--- config.mk ---
export PLATFORM = sky130hd
export DESIGN_NAME = aes_key_unroll
export DESIGN_NICKNAME = d
export VERILOG_FILES = /design/src/rtl/aes_pkg.sv /design/src/rtl/aes_sbox.sv /design/src/rtl/aes_key_unroll.sv
export SDC_FILE = /design/constraint.sdc
export NUM_CORES = 1
export LEC_CHECK = 0
export BUFFER_PORTS_ARGS = -buffer_cell sky130_fd_sc_hd__buf_2
export CAP_MARGIN = 0
export CORE_ASPECT_RATIO = 2
export CORE_MARGIN = 2
export CORE_UTILIZATION = 35
export CTS_CLUSTER_SIZE = 8
export DETAILED_ROUTE_END_ITERATION = 10
export SLEW_MARGIN = 20
export SYNTH_ARGS = -nofsm -noshare
export SYNTH_HDL_FRONTEND = slang
export SYNTH_SLANG_ARGS = --single-unit
export TNS_END_PERCENT = 100
--- constraint.sdc ---
create_clock -name CLK -period 3.3 [get_ports CLK]
set_input_delay 0.33 -clock CLK [delete_from_list [all_inputs] [get_ports CLK]]
set_output_delay 0.33 -clock CLK [all_outputs]
set_load 0.05 [all_outputs]
--- src/rtl/aes_pkg.sv ---
// Shared AES-128 definitions: round count, word type and the key-schedule helpers
// used by both the forward Keys block and the reverse key unroller.
package aes_pkg;

  localparam int AES_NR = 10;

  typedef logic [31:0] word_t;

  typedef enum logic {
    UNROLL_IDLE = 1'b0,
    UNROLL_RUN  = 1'b1
  } unroll_state_t;

  // Round constant for round r (1..10); out-of-range indices yield zero.
  function automatic logic [7:0] rcon(input logic [3:0] r);
    logic [7:0] c;
    case (r)
      4'd1:    c = 8'h01;
      4'd2:    c = 8'h02;
      4'd3:    c = 8'h04;
      4'd4:    c = 8'h08;
      4'd5:    c = 8'h10;
      4'd6:    c = 8'h20;
      4'd7:    c = 8'h40;
      4'd8:    c = 8'h80;
      4'd9:    c = 8'h1b;
      4'd10:   c = 8'h36;
      default: c = 8'h00;
    endcase
    return c;
  endfunction

  function automatic word_t rot_word(input word_t w);
    return {w[23:0], w[31:24]};
  endfunction

endpackage

--- src/rtl/aes_sbox.sv ---
// Forward AES S-box as a combinational 256-entry lookup; shared with the
// encryption datapath.
module aes_sbox (
  input  logic [7:0] a,
  output logic [7:0] s
);

  // Entry 0 sits in the top byte so the table reads in natural row order.
  localparam logic [2047:0] TABLE = {
    128'h637c777bf26b6fc53001672bfed7ab76,
    128'hca82c97dfa5947f0add4a2af9ca472c0,
    128'hb7fd9326363ff7cc34a5e5f171d83115,
    128'h04c723c31896059a071280e2eb27b275,
    128'h09832c1a1b6e5aa0523bd6b329e32f84,
    128'h53d100ed20fcb15b6acbbe394a4c58cf,
    128'hd0efaafb434d338545f9027f503c9fa8,
    128'h51a3408f929d38f5bcb6da2110fff3d2,
    128'hcd0c13ec5f974417c4a77e3d645d1973,
    128'h60814fdc222a908846eeb814de5e0bdb,
    128'he0323a0a4906245cc2d3ac629195e479,
    128'he7c8376d8dd54ea96c56f4ea657aae08,
    128'hba78252e1ca6b4c6e8dd741f4bbd8b8a,
    128'h703eb5664803f60e613557b986c11d9e,
    128'he1f8981169d98e949b1e87e9ce5528df,
    128'h8ca1890dbfe6426841992d0fb054bb16
  };

  logic [10:0] base;

  assign base = {~a, 3'b000};
  assign s    = TABLE[base +: 8];

endmodule

--- src/rtl/aes_key_unroll.sv ---
// Reverse AES-128 key schedule: starting from K10, emits K10 down to K0 one
// round key per accepted transfer, deriving each previous key on the fly.
module aes_key_unroll
  import aes_pkg::*;
(
  input  logic         CLK,
  input  logic         RST_N,
  input  logic         start,
  input  logic [127:0] key_in,
  output logic         busy,
  output logic         rk_valid,
  input  logic         rk_ready,
  output logic [127:0] rk_data,
  output logic [3:0]   rk_idx,
  output logic         rk_last
);

  unroll_state_t state, state_nxt;
  logic [127:0]  data_nxt;
  logic [3:0]    idx_nxt;

  word_t w0, w1, w2, w3;
  word_t n0, n1, n2, n3;
  word_t rot, sub;

  assign w0 = rk_data[127:96];
  assign w1 = rk_data[95:64];
  assign w2 = rk_data[63:32];
  assign w3 = rk_data[31:0];

  // Undo the forward chaining: the last three words fall out of pairwise XORs,
  // and the recovered w3 feeds the SubWord/RotWord term for w0.
  assign n3  = w3 ^ w2;
  assign n2  = w2 ^ w1;
  assign n1  = w1 ^ w0;
  assign rot = rot_word(n3);

  for (genvar i = 0; i < 4; i++) begin : g_subword
    aes_sbox u_sbox (
      .a (rot[8*i +: 8]),
      .s (sub[8*i +: 8])
    );
  end

  assign n0 = w0 ^ sub ^ {rcon(rk_idx), 24'h000000};

  assign busy     = (state == UNROLL_RUN);
  assign rk_valid = (state == UNROLL_RUN);
  assign rk_last  = rk_valid && (rk_idx == 4'd0);

  always_comb begin
    state_nxt = state;
    data_nxt  = rk_data;
    idx_nxt   = rk_idx;
    case (state)
      UNROLL_IDLE: begin
        if (start) begin
          state_nxt = UNROLL_RUN;
          data_nxt  = key_in;
          idx_nxt   = 4'(AES_NR);
        end
      end
      UNROLL_RUN: begin
        if (rk_ready) begin
          if (rk_idx == 4'd0) begin
            state_nxt = UNROLL_IDLE;
          end else begin
            data_nxt = {n0, n1, n2, n3};
            idx_nxt  = rk_idx - 4'd1;
          end
        end
      end
      default: state_nxt = UNROLL_IDLE;
    endcase
  end

  always_ff @(posedge CLK or negedge RST_N) begin
    if (!RST_N) begin
      state   <= UNROLL_IDLE;
      rk_data <= '0;
      rk_idx  <= '0;
    end else begin
      state   <= state_nxt;
      rk_data <= data_nxt;
      rk_idx  <= idx_nxt;
    end
  end

endmodule

# Word level (Yosys, flattened, before mapping)
# Memory sizes are Yosys's and may differ from the RTL's.
# Index checks and enable logic that the tools add are counted.
# totals
regBits	133
rom_bits	128
inputBits	132
out_inout_bits	135
word_cells	37
memories	1
# op_classes
n_addsub	1
eq_ne	3
shift	4
n_mux	12
n_bitwise	10
n_reduce_logical	3
# mem_list
name	words	word_bits	rd	rd_ports_with_merged_regs	write_ports	line	rtl
(name not given)	16	8	1	0	0	aes_pkg.sv:17	case (r)
# ops
op	count
2048-bit by 12-bit variable part select with 8-bit output, first input constant	4
128-bit two-way mux	3
128-bit one-hot mux with 2 select lines	1
32-bit XOR	5
8-bit NOT	4
4-bit two-way mux	3
4-bit one-hot mux with 2 select lines	1
2-bit inequality test, second input constant	3
4-bit zero test	1
4-bit by 1-bit subtractor with 4-bit output, second input constant	1
1-bit two-way mux	3
3-bit AND reduction	1
1-bit one-hot mux with 2 select lines	1
1-bit logical AND	1
1-bit NOT	1

# Logic depth before layout (Yosys ltp)
# depth
word_depth	8
mapped_depth	15
ltp_nobuf	12

# Cells and area by module
# Synthesis repeated with hierarchy kept, for this count alone.
# hier_totals
cells_unflattened	3066
area_unflattened_um2	22230.1
# modules_own_cells
mod	instances	cells_each	area_each_um2
aes_sbox	4	550	3533.4
aes_key_unroll	1	866	8096.5

# Worst setup path before layout
# OpenSTA, ideal clock, no wires.
# synth_path
kind	register to register
from	register rk_data[17]
to	register rk_data[124]
setup_time_ps	137
t_arrival_ps	3780
setup_slack_ps	-617
path_stages_with_launch	16
synth_period_minus_slack_ps	3917
cell_sequence	dfrtp_1 -> xor2_1 -> clkbuf_1 -> clkbuf_1 -> ha_1 -> clkbuf_1 -> clkbuf_1 -> clkbuf_1 -> nand3_1 -> a31oi_1 -> o21ai_0 -> a311oi_1 -> nand4_1 -> xnor2_1 -> mux2i_1 -> a21oi_1
# synth_between
elab_chain_cells	8
# synth_rtl
element	line	rtl
from (decl)	aes_key_unroll.sv:13	output logic [127:0] rk_data,
from (signal assigned)	aes_key_unroll.sv:84	rk_data <= data_nxt;
32-bit XOR	aes_key_unroll.sv:33	assign n3 = w3 ^ w2;
8-bit NOT	aes_sbox.sv:30	assign base = {~a, 3'b000};
2048-bit by 12-bit variable part select with 8-bit output	aes_sbox.sv:31	assign s = TABLE[base +: 8];
32-bit XOR (2 in a row)	aes_key_unroll.sv:45	assign n0 = w0 ^ sub ^ {rcon(rk_idx), 24'h000000};
128-bit two-way mux	aes_key_unroll.sv:65	if (rk_idx == 4'd0) begin
128-bit two-way mux	aes_key_unroll.sv:64	if (rk_ready) begin
128-bit one-hot mux with 2 select lines	aes_key_unroll.sv:55	case (state)
# No other way between the ends. The select of a mux whose other input is x is not followed.
# A chain may end at the register's enable or synchronous reset.

# Worst setup path in the final report
# layout_path
from	register rk_data[56]
to	register rk_data[98]
# Same word-level chain as after synthesis.

==> results.sh <==
export IMPL_wl_met2_um=64000
export IMPL_synth_edff_count=0
export IMPL_syn_nets=3204
export IMPL_crit_family="compound AO/OA/AOI/OAI gates"
export IMPL_multi_input_comb_area_sq_um=16200
export IMPL_r2r_end="rk_data[98]"
export IMPL_failed_checks="setup timing"
export IMPL_r2r_cells=13
export IMPL_gp_congestion=1.09
export IMPL_slew_violations=0
export IMPL_cts_made_buffers=17
export IMPL_drc=0
export IMPL_critPathCaptureType="flip-flop"
export IMPL_seq_area_frac_synth=0.161
export IMPL_ys_ff_latch=133
export IMPL_synth_top_family_by_area="compound AO/OA/AOI/OAI gates"
export IMPL_synthSimpleGateAreaFrac=0.207
export IMPL_slowest_delay_ns=0.55
export IMPL_core_sq_um=58200
export IMPL_drive_gt1_frac=0.299
export IMPL_worstPathRequired_ns=3.63
export IMPL_synthCells=3014
export IMPL_reg2reg_setup_slack_ns=-0.07
export IMPL_hold_viol=0
export IMPL_nFillCells=6099
export IMPL_seq_area_sq_um=3360
export IMPL_post_route_period_util=1.02
export IMPL_final_core_util=0.475
export IMPL_netlist_area_leader_share=0.161
export IMPL_clk_transition_reported_paths_ns=0.08
export IMPL_synthMuxAreaShare=0.0673
export IMPL_drt_wl_total_um=136000
export IMPL_critPathLaunchType="flip-flop"
export IMPL_cp_max_fo=6
export IMPL_vias_per_cell=6.79
export IMPL_synth_area_leader_cell="dfrtp_1"
export IMPL_grt_overflow_total=0
export IMPL_die_area_sq_um=61100
export IMPL_hpwl_um=102000
export IMPL_m1WireLength_um=44800
export IMPL_first_pass_iters=6
export IMPL_wl_met3_um=11800
export IMPL_synth_compound_area_share=0.400
export IMPL_synth_area_leaders="dfrtp_1, o21ai_0, a21oi_1, nand2_1, nor2_1"
export IMPL_critical_path_class="flip-flop to flip-flop"
export IMPL_grt_max_degree=85
export IMPL_root_buffer="clkbuf_16"
export IMPL_synth_avg_cell_area_sq_um=6.85
export IMPL_insertion_delay_ns=0.48
export IMPL_ys_types=93
export IMPL_clockBufferDepth=2
export IMPL_io_pins=267
export IMPL_yosysMostFrequentCell="nand2_1"
export IMPL_critical_path_buf_inv_count=3
export IMPL_cp_arrival_ns=3.70
export IMPL_portBuffers=266
export IMPL_setup_viol_count_final=1
export IMPL_nets=3724
export IMPL_min_period_ns=3.37
export IMPL_min_to="busy"
export IMPL_skew_ns=0.0185
export IMPL_ys_warn_count=0
export IMPL_max_clock_freq_mhz=297
export IMPL_die_w_um=176
export IMPL_layoutNonFillerInstCount=4319
export IMPL_initial_core_util=0.355
export IMPL_grt_pass1_vias=28700
export IMPL_worstReg2RegStart="rk_data[56]"
export IMPL_vias=29300
export IMPL_synth_common_cells="nand2_1, o21ai_0, a21oi_1"
export IMPL_area_delta_synth_final_pct=34.0
export IMPL_grt_usage=0.435
export IMPL_rows=125
export IMPL_synth_xor_area_frac=0.0404
export IMPL_cts_tree="done"
export IMPL_htreeDepth=4
export IMPL_clkSinkCount=133
export IMPL_path_common_cell="buf_4"
export IMPL_antenna_found_initial=12
export IMPL_grt_pass1_wl_um=197000
export IMPL_routed_top_layer="met5"
export IMPL_die_h_um=347
export IMPL_worst_pin_slew_ns=0.990
export IMPL_synthAdderAreaFrac=0.0352
export IMPL_hold_path_class="input pin to flip-flop"
export IMPL_worst_slack_ns=-0.0667
export IMPL_drtIter0Drc=3728
export IMPL_place_inst=4258
export IMPL_crit_chain="xor2_2 > buf_4 > ha_2 > nand2b_1 > buf_4 > and3_1 > a311oi_1 > o311ai_0 > o2111ai_1 > o41ai_1 > buf_4 > xnor2_1 > a21oi_1"
export IMPL_synthArstFlopShare=1.00
export IMPL_synth_area_sq_um=20600
export IMPL_hold_start="rk_ready"
export IMPL_max_cap_violations=0
export IMPL_hold_depth=2
export IMPL_slew_headroom=0.340
export IMPL_status="finished, violations left"
export IMPL_wl_per_cell_um=31.5
export IMPL_rsz0062_at_grt="yes"
export IMPL_synth_top_flop_cell="dfrtp_1"
export IMPL_ant_nets=0
export IMPL_critPathSlowestCell="o311ai_0"
[cell type report]
cell class / count / area share
sequential: 133 / 0.121
timing repair buffer: 832 / 0.223
antenna: 10 / 0.000905
multi-input combinational: 2458 / 0.587
inverter: 92 / 0.0129
tap: 762 / 0.0345
clock buffer: 17 / 0.0154
clock inverter: 15 / 0.00534
[kinds of logic (layout without fill, tap and decap cells)]
| family | Yosys count | in the layout |
|---|---|---|
| compound gates | 1243 | 1243 |
| xor+xnor | 85 | 85 |
| fa+ha+maj | 58 | 58 |
| buf+inv | 423 | 956 |
| flops | 133 | 133 |
| mux | 98 | 98 |
| other cells | 0 | 10 |
| simple gates | 974 | 974 |
[flip-flops by register name (all words and copies together), names as in the netlist]
register / count
rk_data: 128
rk_idx: 4
busy: 1
[placed cells by master, fill, tap and decap left out, types with 17 or more instances in the layout]
master	n
or3_1	22
xnor2_1	34
ha_1	48
mux2i_1	61
nor2_1	278
a21oi_1	299
nand4_1	19
o311ai_0	35
o31ai_1	22
nor3_1	101
clkbuf_16	17
o21ai_0	299
a311oi_1	42
buf_4	517
o211ai_1	54
buf_12	44
o311a_1	19
buf_2	265
o221ai_1	36
a31oi_1	52
dfrtp_2	21
a211oi_1	48
nand3_1	86
a221oi_1	29
nand2_1	355
a32oi_1	70
dfrtp_1	111
and2_1	17
o22ai_1	40
mux4_2	31
inv_1	78
[worst register-to-register path, stage by stage, from the launching register on]
cell and delay, ns:
dfrtp_2 0.45, xor2_2 0.19, buf_4 0.17, ha_2 0.36, nand2b_1 0.28, buf_4 0.17, and3_1 0.17, a311oi_1 0.06
o311ai_0 0.55, o2111ai_1 0.31, o41ai_1 0.13, buf_4 0.17, xnor2_1 0.10, a21oi_1 0.08
[stage by stage]
step | area (sq um) | hold WS, ns | TNS [ns] | setup WS [ns]
after floorplan | 20800 | 0.0344 | 0 | 0.00147
after CTS | 27300 | 0.0122 | -0.00185 | -0.00185
final | 27700 | 0.0180 | -0.0667 | -0.0667
after detailed placement | 26500 | 0.468 | -1.29 | -0.385
after global placement | 26500 | 0.464 | -1.13 | -0.331
after global routing | 27600 | 0.0280 | -0.159 | -0.0746
[what timing repair did]
action / in CTS / in global routing
hold buffers: 1 / 0
buffers inserted: 15 / 3
endpoints found under the setup margin: 12 / 28
gates resized for setup: 14 / 83
pin swaps: 4 / 13
hold endpoints to repair: 17 / 0
[per-layer routing]
layer / vias to the layer above / GRT usage
met1: 14000 / 0.457
met3: 749 / 0.0910
li1: 12500 / -
met5: - / 0
met4: 4 / 0.380
met2: 2077 / 0.731
[worst max-delay path by stage]
stage	start	end	slack [ns]	depth (start not counted)
2_1_floorplan	rk_data[1]	rk_data[106]	0.001	11
3_3_place_gp	rk_data[11]	rk_data[119]	-0.33	12
3_5_place_dp	rk_data[11]	rk_data[119]	-0.39	12
4_1_cts	rk_data[9]	rk_data[119]	-0.002	15
5_1_grt	rk_data[49]	rk_data[121]	-0.07	14
6_report	rk_data[56]	rk_data[98]	-0.07	13
Power is left out: the tool's default activity adds up to more than one toggle a clock period on the data nets, which glitch-free logic cannot reach.
